===== src/rtl/approx_adder_error_monitor_if.sv =====
// Sample and statistics-record ports of the approximate-adder error monitor.
// The producer/consumer side uses master; the monitor uses slave.
interface approx_adder_error_monitor_if #(
    parameter int BIT_WIDTH = 8,
    parameter int ACC_WIDTH = 32
);
    logic                 in_valid;
    logic                 in_ready;
    logic [BIT_WIDTH-1:0] a;
    logic [BIT_WIDTH-1:0] b;
    logic [BIT_WIDTH:0]   approx_sum;
    logic                 flush;
    logic                 stat_valid;
    logic                 stat_ready;
    logic [ACC_WIDTH-1:0] sample_count;
    logic [ACC_WIDTH-1:0] err_count;
    logic [ACC_WIDTH-1:0] err_abs_sum;
    logic [ACC_WIDTH-1:0] err_signed_sum;
    logic [BIT_WIDTH:0]   err_max;

    modport master (
        output in_valid, a, b, approx_sum, flush, stat_ready,
        input  in_ready, stat_valid, sample_count, err_count,
        input  err_abs_sum, err_signed_sum, err_max
    );

    modport slave (
        input  in_valid, a, b, approx_sum, flush, stat_ready,
        output in_ready, stat_valid, sample_count, err_count,
        output err_abs_sum, err_signed_sum, err_max
    );
endinterface


===== src/rtl/approx_adder_error_monitor.sv =====
// Error monitor for approximate adders: recomputes exact sums and
// accumulates per-window error statistics, reported over valid/ready.
module approx_adder_error_monitor #(
    parameter int BIT_WIDTH = 8,
    parameter int WINDOW    = 256,
    parameter int ACC_WIDTH = 32
) (
    input logic clk,
    input logic rst,
    approx_adder_error_monitor_if.slave bus
);
    localparam int EW = BIT_WIDTH + 2;

    localparam logic [1:0] COLLECT = 2'd0;
    localparam logic [1:0] DRAIN   = 2'd1;
    localparam logic [1:0] REPORT  = 2'd2;

    localparam logic [ACC_WIDTH-1:0] SMAX = {1'b0, {(ACC_WIDTH-1){1'b1}}};
    localparam logic [ACC_WIDTH-1:0] SMIN = {1'b1, {(ACC_WIDTH-1){1'b0}}};
    localparam logic [ACC_WIDTH-1:0] LAST = ACC_WIDTH'(WINDOW - 1);

    logic [1:0]           state;
    logic [ACC_WIDTH-1:0] win_cnt;
    logic                 accept;
    logic                 leave;

    logic [BIT_WIDTH:0]    exact;
    logic signed [EW-1:0]  err;
    logic [BIT_WIDTH:0]    abs_err;

    logic                  s1_valid;
    logic signed [EW-1:0]  s1_err;
    logic [BIT_WIDTH:0]    s1_abs;

    logic [ACC_WIDTH-1:0] acc_cnt, acc_err, acc_abs, acc_sgn;
    logic [BIT_WIDTH:0]   acc_max;
    logic [ACC_WIDTH-1:0] nxt_cnt, nxt_err, nxt_abs, nxt_sgn;
    logic [BIT_WIDTH:0]   nxt_max;
    logic [ACC_WIDTH:0]   abs_wide;
    logic [ACC_WIDTH-1:0] e_ext;
    logic [ACC_WIDTH-1:0] sgn_sum;
    logic                 sgn_ovf;

    assign bus.in_ready   = (state == COLLECT);
    assign bus.stat_valid = (state == REPORT);

    assign accept = bus.in_valid & bus.in_ready;
    assign leave  = (accept && (win_cnt == LAST)) ||
                    (bus.flush && bus.in_ready && (accept || win_cnt != '0));

    // Exact sum and signed/absolute error of the incoming sample.
    always_comb begin
        exact   = {1'b0, bus.a} + {1'b0, bus.b};
        err     = $signed({1'b0, exact}) - $signed({1'b0, bus.approx_sum});
        abs_err = err[EW-1] ? (BIT_WIDTH+1)'(-err) : (BIT_WIDTH+1)'(err);
    end

    // Next accumulator values with saturation on both error sums.
    always_comb begin
        nxt_cnt  = acc_cnt;
        nxt_err  = acc_err;
        nxt_abs  = acc_abs;
        nxt_sgn  = acc_sgn;
        nxt_max  = acc_max;
        abs_wide = {1'b0, acc_abs} + (ACC_WIDTH+1)'(s1_abs);
        e_ext    = ACC_WIDTH'(s1_err);
        sgn_sum  = acc_sgn + e_ext;
        sgn_ovf  = (acc_sgn[ACC_WIDTH-1] == e_ext[ACC_WIDTH-1]) &&
                   (sgn_sum[ACC_WIDTH-1] != acc_sgn[ACC_WIDTH-1]);
        if (s1_valid) begin
            nxt_cnt = acc_cnt + 1'b1;
            nxt_err = acc_err + ACC_WIDTH'(s1_err != '0);
            nxt_abs = abs_wide[ACC_WIDTH] ? '1 : abs_wide[ACC_WIDTH-1:0];
            if (sgn_ovf)
                nxt_sgn = acc_sgn[ACC_WIDTH-1] ? SMIN : SMAX;
            else
                nxt_sgn = sgn_sum;
            if (s1_abs >= acc_max)
                nxt_max = s1_abs;
        end
    end

    // Window control: collect samples, drain the pipe, hold the record.
    always_ff @(posedge clk) begin
        if (rst) begin
            state   <= COLLECT;
            win_cnt <= '0;
        end else begin
            unique case (state)
                COLLECT: begin
                    if (leave) begin
                        state   <= DRAIN;
                        win_cnt <= '0;
                    end else if (accept) begin
                        win_cnt <= win_cnt + 1'b1;
                    end
                end
                DRAIN:   state <= REPORT;
                REPORT:  if (bus.stat_ready) state <= COLLECT;
                default: state <= COLLECT;
            endcase
        end
    end

    // Stage 1: register the per-sample error.
    always_ff @(posedge clk) begin
        if (rst) begin
            s1_valid <= 1'b0;
            s1_err   <= '0;
            s1_abs   <= '0;
        end else begin
            s1_valid <= accept;
            s1_err   <= err;
            s1_abs   <= abs_err;
        end
    end

    // Stage 2: accumulate; cleared when the record is taken.
    always_ff @(posedge clk) begin
        if (rst || (state == REPORT && bus.stat_ready)) begin
            acc_cnt <= '0;
            acc_err <= '0;
            acc_abs <= '0;
            acc_sgn <= '0;
            acc_max <= '0;
        end else begin
            acc_cnt <= nxt_cnt;
            acc_err <= nxt_err;
            acc_abs <= nxt_abs;
            acc_sgn <= nxt_sgn;
            acc_max <= nxt_max;
        end
    end

    // Snapshot the final totals, including the last drained sample.
    always_ff @(posedge clk) begin
        if (rst) begin
            bus.sample_count   <= '0;
            bus.err_count      <= '0;
            bus.err_abs_sum    <= '0;
            bus.err_signed_sum <= '0;
            bus.err_max        <= '0;
        end else if (state == DRAIN) begin
            bus.sample_count   <= nxt_cnt;
            bus.err_count      <= nxt_err;
            bus.err_abs_sum    <= nxt_abs;
            bus.err_signed_sum <= nxt_sgn;
            bus.err_max        <= nxt_max;
        end
    end
endmodule


===== src/flat_wrapper.sv =====
// flat-port wrapper written by rule: the top's interface ports become plain ports
module approx_adder_error_monitor_flat 
#(
    parameter int BIT_WIDTH = 8,
    parameter int WINDOW    = 256,
    parameter int ACC_WIDTH = 32
)
  (clk, rst, bus_in_valid, bus_a, bus_b, bus_approx_sum, bus_flush, bus_stat_ready, bus_in_ready, bus_stat_valid, bus_sample_count, bus_err_count, bus_err_abs_sum, bus_err_signed_sum, bus_err_max);
  approx_adder_error_monitor_if #(.BIT_WIDTH(BIT_WIDTH), .ACC_WIDTH(ACC_WIDTH)) bus_i ();
  input logic clk;
  input logic rst;
  input wire logic [$bits(bus_i.in_valid)-1:0] bus_in_valid;
  input wire logic [$bits(bus_i.a)-1:0] bus_a;
  input wire logic [$bits(bus_i.b)-1:0] bus_b;
  input wire logic [$bits(bus_i.approx_sum)-1:0] bus_approx_sum;
  input wire logic [$bits(bus_i.flush)-1:0] bus_flush;
  input wire logic [$bits(bus_i.stat_ready)-1:0] bus_stat_ready;
  output wire logic [$bits(bus_i.in_ready)-1:0] bus_in_ready;
  output wire logic [$bits(bus_i.stat_valid)-1:0] bus_stat_valid;
  output wire logic [$bits(bus_i.sample_count)-1:0] bus_sample_count;
  output wire logic [$bits(bus_i.err_count)-1:0] bus_err_count;
  output wire logic [$bits(bus_i.err_abs_sum)-1:0] bus_err_abs_sum;
  output wire logic [$bits(bus_i.err_signed_sum)-1:0] bus_err_signed_sum;
  output wire logic [$bits(bus_i.err_max)-1:0] bus_err_max;
  assign bus_i.in_valid = bus_in_valid;
  assign bus_i.a = bus_a;
  assign bus_i.b = bus_b;
  assign bus_i.approx_sum = bus_approx_sum;
  assign bus_i.flush = bus_flush;
  assign bus_i.stat_ready = bus_stat_ready;
  assign bus_in_ready = bus_i.in_ready;
  assign bus_stat_valid = bus_i.stat_valid;
  assign bus_sample_count = bus_i.sample_count;
  assign bus_err_count = bus_i.err_count;
  assign bus_err_abs_sum = bus_i.err_abs_sum;
  assign bus_err_signed_sum = bus_i.err_signed_sum;
  assign bus_err_max = bus_i.err_max;
  approx_adder_error_monitor #(.BIT_WIDTH(BIT_WIDTH), .WINDOW(WINDOW), .ACC_WIDTH(ACC_WIDTH)) u_core (.clk(clk), .rst(rst), .bus(bus_i));
endmodule

===== config.mk =====
export PLATFORM = sky130hd
export DESIGN_NAME = approx_adder_error_monitor_flat
export DESIGN_NICKNAME = d
export VERILOG_FILES = /design/src/rtl/approx_adder_error_monitor_if.sv /design/src/rtl/approx_adder_error_monitor.sv /design/src/flat_wrapper.sv
export SDC_FILE = /design/constraint.sdc
export NUM_CORES = 1
export LEC_CHECK = 0
export CORE_MARGIN = 5
export CORE_UTILIZATION = 60
export CTS_BUF_LIST = sky130_fd_sc_hd__clkbuf_8
export DETAILED_ROUTE_END_ITERATION = 10
export PLACE_DENSITY = 0.84
export REMOVE_ABC_BUFFERS = 1
export SLEW_MARGIN = 20
export SYNTH_ARGS = -nofsm -noshare
export SYNTH_HDL_FRONTEND = slang
export SYNTH_SLANG_ARGS = --single-unit

===== constraint.sdc =====
create_clock -name clk -period 11.5 [get_ports clk]
set_input_delay 3.45 -clock clk [delete_from_list [all_inputs] [get_ports clk]]
set_output_delay 3.45 -clock clk [all_outputs]
set_load 0.01 [all_outputs]

==> results of run 1 <==
flip-flops by register name, indices dropped and copies added (netlist names):
| register | flops |
|---|---|
| u_core.acc_abs | 32 |
| u_core.acc_cnt | 32 |
| u_core.acc_err | 32 |
| u_core.acc_sgn | 32 |
| u_core.bus.err_abs_sum | 32 |
| u_core.bus.err_count | 32 |
| u_core.bus.err_signed_sum | 32 |
| u_core.bus.sample_count | 32 |
| u_core.win_cnt | 32 |
| u_core.acc_max | 9 |
| u_core.bus.err_max | 9 |
| u_core.s1_abs | 9 |
| u_core.s1_err | 9 |
| u_core.state | 2 |
| u_core.s1_valid | 1 |
per-stage QoR:
stage / utilization (%) / cell area [um2] / std cells / total power, mW
floorplan: - / 14900 / 1715 / 1.65
CTS: 72.0 / 18100 / 2310 / 2.81
detailed placement: 67.9 / 17100 / 2222 / 1.83
global placement: 67.9 / 17100 / 2222 / 1.81
finish: 72.0 / 18100 / 2310 / 2.79
global route: 72.0 / 18100 / 2310 / 2.94
placed cells by master (no fill, tap or decap), types with 32 or more instances in the layout:
cell type and n:
nand2_1 132, nand3_1 50, inv_1 86, dfxtp_1 326
a211oi_1 87, nor2_1 319, clkbuf_8 62, xor2_1 90
a21oi_1 115, and3_1 35, xnor2_1 57, nand4_1 32
o21ai_0 68, ha_1 65, clkdlybuf4s50_1 167
tightest hold or removal path, stage by stage (launching register included):
cell and delay, ns:
dfxtp_1 0.31, nand2_1 0.05, a21oi_1 0.05
Yosys cell counts (all sizes together), types with 10 or more instances:
master	number
dfxtp	327
nor2	320
nand2	133
a21oi	117
o21ai	90
xor2	90
a211oi	88
clkbuf	78
inv	70
ha	65
xnor2	57
nand3	51
and3	35
nand4	32
nor3	26
o22ai	23
buf	20
mux2i	16
a21o	14
o21a	14
and2	11
o211ai	11
fa	10
nor4	10
or3	10
metal layers:
metal,vias to the layer above,wire length (um),track usage [%]
li1,6573,-,-
met1,6304,15700,31.0
met2,349,18300,43.9
met3,93,2060,5.10
met4,0,1100,8.33
met5,-,0,0
cell families after synthesis:
| family | count (synthesis) | synth area share (%) |
|---|---|---|
| simple gates | 661 | 19.4 |
| compound gates | 417 | 17.4 |
| flops | 327 | 42.8 |
| buf+inv | 169 | 4.31 |
| xor+xnor | 147 | 8.41 |
| fa+ha+maj | 75 | 6.62 |
| mux | 17 | 1.12 |
power groups by stage:
stage | Combinational, mW | Clock, mW | Sequential (mW)
2_1_floorplan | 0.378 | 0 | 1.28
3_3_place_gp | 0.539 | 0 | 1.27
3_5_place_dp | 0.558 | 0 | 1.27
4_1_cts | 0.563 | 0.991 | 1.25
5_1_grt | 0.631 | 1.05 | 1.26
6_report | 0.566 | 0.971 | 1.25
area by class of cell:
class	instances	area (um2)	area share, %
repair buffers	177	1750	9.63
well taps	330	413	2.28
clock buffers	62	853	4.71
clock inverters	26	171	0.945
inverters	71	267	1.47
multi-input cells	1317	8130	44.9
flip-flops and latches	327	6550	36.1
path summary, 6_finish.rpt:
| check | endpoint |
|---|---|
| worst max-delay path | u_core.s1_abs[7] |
| worst min register to register | u_core.bus.err_signed_sum[11] |
| worst min-delay path | u_core.bus.err_signed_sum[11] |
| worst max register to register | u_core.bus.err_signed_sum[10] |
==> flow_metrics.tcl, run 1 <==
set metrics [dict create \
    outcome "complete, no violations" \
    fin_crit_ns 6.25 \
    num_rows 58 \
    end_kind "register" \
    drtAntennaViolNets 0 \
    ys_ff_latch 327 \
    drive_gt1_share_pct 5.35 \
    critPathLaunch "bus_b[1]" \
    cts_tree "done" \
    remaining_drc_errors 0 \
    grt.total_usage_pct 25.1 \
    internal-power_mw 1.97 \
    antenna_found_initial 0 \
    netlist_instances 1813 \
    ys_types 72 \
    critical_path.startpoint_type "primary input" \
    criticalPathCategory "in2reg" \
    max_stage_delay_ns 0.51 \
    grt_max_degree 98 \
    worstHoldPathCells 2 \
    cts_buffers 50 \
    crit_family "compound AO/OA/AOI/OAI gates" \
    syn_area_per_cell_um2 8.45 \
    syn_area_um2 15300 \
    n_antenna_cell 0 \
    gr-total-overflow 0 \
    synth_ff_type "dfxtp_1" \
    holdWs_ns 0.458 \
    finalSetupTns_ns 0 \
    path_max_fanout 9 \
    fill_cells 1999 \
    yosys.area.top_type "dfxtp_1" \
    coreArea_um2 25200 \
    cp.required_ns 11.91 \
    combPwrFrac_pct 20.3 \
    peakVddDrop_mv 0.0990 \
    wire_per_inst_um 16.1 \
    setup_viol_count_final 0 \
    cts_htree_levels 2 \
    fp.dieH_um 170 \
    area_growth_pct 18.4 \
    place.gp.congestion 0.917 \
    worstPathCellList "clkdlybuf4s50_1 > inv_1 > fa_1 > inv_1 > ha_1 > a21o_1 > a21oi_1 > o21bai_1 > a2111oi_0 > nor3_1 > a31o_1 > a21oi_1 > xor2_1 > nor2_1" \
    maxCapViolations 0 \
    final.period_utilization_pct 54.3 \
    p_switching_mw 0.821 \
    clock_latency_ns 0.58 \
    yosys-top-cells-area "dfxtp_1, nor2_1, ha_1, xor2_1, a211oi_1" \
    start_util_pct 60.8 \
    dp_hpwl_mm 25.3 \
    yosys_warnings 0 \
    reg2reg_depth 10 \
    cellPowerDensity_nw_per_um2 154 \
    rsz0062_at_grt "no" \
    holdCritPathClass "reg2reg" \
    wl_mm 37.1 \
    clkTransAtPathRegs_ns 0.06 \
    crit_cells 14 \
    synth_async_sr_flop_share_pct 0 \
    cts.sinks 327 \
    cts-resized-gates 0 \
    synth_edf_count 0 \
    drt_iter0_markers 840 \
    io_pins 169 \
    pwr-share-seq_pct 44.9 \
    firstDrtPassIters 5 \
    nets 2049 \
    p_sw_share_pct 29.4 \
    die_w_um 170 \
    cts_hold_buf 0 \
    worstPathArrival_ns 6.66 \
    die_area_um2 28800 \
    clockPowerShare_pct 34.8 \
    place_ws_ns 4.70 \
    rrSetupSlack_ns 7.89 \
    cts_buffer_depth 3 \
    finalMaxSlewViolations 0 \
    grt_pass1_wl_mm 61.4 \
    tightest_slew_ns 1.07 \
    min-delay-start "u_core.bus.err_signed_sum[11]" \
    root_buffer "clkbuf_8" \
    max_freq_mhz 160 \
    vias_per_cell 5.77 \
    ys_seq_area_share_pct 42.8 \
    r2r_start "u_core.s1_err[9]" \
    synth_top_area_share_pct 42.8 \
    worst-path-buf-inv 3 \
    timing.final.ws_setup_ns 5.25 \
    leakage_nw 6.90 \
    slew-limit-headroom_pct 28.7 \
    place.port_buffers 168 \
    skew_ns 0.0236 \
    first_global_vias 12900 \
    postCtsSetupBuffers 0 \
    vias 13300 \
    critical_path.slowest_cell "fa_1" \
    finalHoldViolations 0 \
]
Power figures use the tool's default switching activity.
==> run 2, diff against run 1 <==
Settings changed: CORE_UTILIZATION 60 to 53, PLACE_DENSITY 0.84 to 0.79.
Clock period 11.5 ns to 5.7 ns, I/O delays scaled along.
==> flow_metrics.tcl, run 2 (same netlist as run 1, synthesis figures left out) <==
set metrics [dict create \
    mostFrequentLayoutCells "dfxtp_1, nor2_1, clkdlybuf4s50_1" \
    cts_buffers 52 \
    slew-limit-headroom_pct 26.5 \
    tightest_slew_ns 1.10 \
    layout_commonest_cell "dfxtp_1" \
    outcome "complete, no violations" \
    grt.total_usage_pct 21.0 \
    start_util_pct 53.5 \
    rsz0062_at_grt "no" \
    holdPathEnd "u_core.bus.err_signed_sum[12]" \
    area_growth_pct 19.8 \
    vias_per_cell 5.50 \
    wire_per_inst_um 14.9 \
    r2r_start "u_core.s1_err[9]" \
    skew_ns 0.0413 \
    worstPathArrival_ns 4.95 \
    final.period_utilization_pct 79.4 \
    fin_crit_ns 4.53 \
    remaining_drc_errors 0 \
    finalMaxSlewViolations 0 \
    internal-power_mw 4.10 \
    finalSetupTns_ns 0 \
    peakVddDrop_mv 0.349 \
    leakage_nw 6.98 \
    grt_pass1_wl_mm 59.5 \
    worstPathCellList "clkdlybuf4s50_1 > inv_1 > fa_1 > inv_1 > ha_1 > a21o_1 > a21oi_1 > o21bai_1 > a2111oi_0 > nor3_1 > a31o_1 > a21oi_1 > xor2_1 > nor2_1" \
    finalPower_mw 5.80 \
    cellPowerDensity_nw_per_um2 316 \
    dp_hpwl_mm 24.7 \
    antenna_found_initial 0 \
    grt_max_degree 95 \
    combPwrFrac_pct 19.2 \
    root_buffer "clkbuf_8" \
    num_rows 62 \
    p_switching_mw 1.70 \
    fp.dieH_um 180 \
    critical_path.slowest_cell "fa_1" \
    vias 13100 \
    cts_buffer_depth 3 \
    worstHoldPathCells 2 \
    place.port_buffers 168 \
    multiInputGateArea_um2 8130 \
    maxCapViolations 0 \
    critical_path.startpoint_type "primary input" \
    cts.sinks 327 \
    reg2reg_depth 9 \
    nets 2051 \
    io_pins 169 \
    drive_gt1_share_pct 5.93 \
    fill_cells 2418 \
    register_area_um2 6550 \
    clkTransAtPathRegs_ns 0.06 \
    gr-total-overflow 0 \
    first_global_vias 12600 \
    setup_viol_count_final 0 \
    cts-resized-gates 0 \
    coreArea_um2 28600 \
    holdCritPathClass "reg2reg" \
    cts_tree "done" \
    end_kind "register" \
    path_max_fanout 9 \
    die_w_um 180 \
    postCtsSetupBuffers 0 \
    cts_htree_levels 2 \
    wl_mm 35.4 \
    clockPowerShare_pct 37.1 \
    drt_iter0_markers 791 \
    rrSetupSlack_ns 1.65 \
    criticalPathCategory "in2reg" \
    pwr-share-seq_pct 43.7 \
    place.gp.congestion 0.904 \
    drtAntennaViolNets 0 \
    max_stage_delay_ns 0.49 \
    r2r-end "u_core.bus.err_signed_sum[7]" \
    cp.required_ns 6.12 \
    clock_latency_ns 0.60 \
    finalHoldViolations 0 \
    firstDrtPassIters 5 \
    max_freq_mhz 221 \
    die_area_um2 32400 \
    min-delay-start "u_core.bus.err_signed_sum[12]" \
    p_sw_share_pct 29.3 \
    n_antenna_cell 0 \
    cts_hold_buf 0 \
]
run 2: cell types whose count changed in the layout (fill, tap and decap cells not counted):
cell / previous run / this run
nand2_1: 132 / 131
a21oi_2: 2 / 1
clkinv_2: 5 / 13
clkinv_8: 0 / 1
a21oi_1: 115 / 116
clkinv_4: 0 / 1
clkinvlp_4: 2 / 0
nand2_2: 0 / 1
bufinv_16: 2 / 4
inv_1: 86 / 83
inv_16: 0 / 1
buf_12: 0 / 1
buf_4: 10 / 9
clkbuf_8: 62 / 63
run 2: worst max-delay path by stage:
stage,depth (start not counted),to,startpoint,slack [ns]
6_report,14,u_core.s1_abs[4],bus_b[1],1.17
3_3_place_gp,14,u_core.s1_abs[8],bus_b[1],0.69
2_1_floorplan,3,u_core.bus.err_signed_sum[10],u_core.state[0],-3.66
5_1_grt,14,u_core.s1_abs[4],bus_b[1],0.86
4_1_cts,14,u_core.s1_abs[4],bus_b[1],1.19
3_5_place_dp,14,u_core.s1_abs[8],bus_b[1],0.66
run 2: final cells by class:
class                      instances  area share [%]
multi-input combinational       1317            44.3
sequential                       327            35.7
timing repair buffer             177            9.59
clock buffer                      63            4.73
tap                              384            2.62
clock inverter                    34            1.58
inverter                          71            1.45
run 2: metal layers:
layer,vias to the layer above,share of wire [%],GRT usage [%]
met4,0,1.5,4.82
met5,-,0,0
met3,52,6.0,3.96
met1,6093,44,27.0
li1,6569,-,-
met2,346,48,36.7
run 2: worst max-delay path, delay by kind of cell:
| family | cells | cell delay [ns] |
|---|---|---|
| xor+xnor | 1 | 0.20 |
| fa+ha+maj | 2 | 0.77 |
| compound gates | 6 | 1.49 |
| simple gates | 2 | 0.21 |
| buf+inv | 3 | 0.57 |
run 2: per-stage QoR:
stage	cell area (um2)	setup WS, ns	hold WS (ns)	instances	utilization, %
floorplan	14900	-3.66	0.458	1715	-
detailed placement	17200	0.659	0.449	2276	60.0
global route	18300	0.856	0.488	2373	64.1
CTS	18300	1.19	0.457	2373	64.1
finish	18300	1.17	0.452	2373	64.1
global placement	17200	0.685	0.442	2276	60.0
run 2: power by group through the flow:
stage	combinational, mW	clock [mW]	sequential [mW]
2_1_floorplan	0.763	0	2.57
3_3_place_gp	1.07	0	2.58
3_5_place_dp	1.10	0	2.58
4_1_cts	1.12	2.20	2.53
5_1_grt	1.25	2.31	2.55
6_report	1.11	2.15	2.53
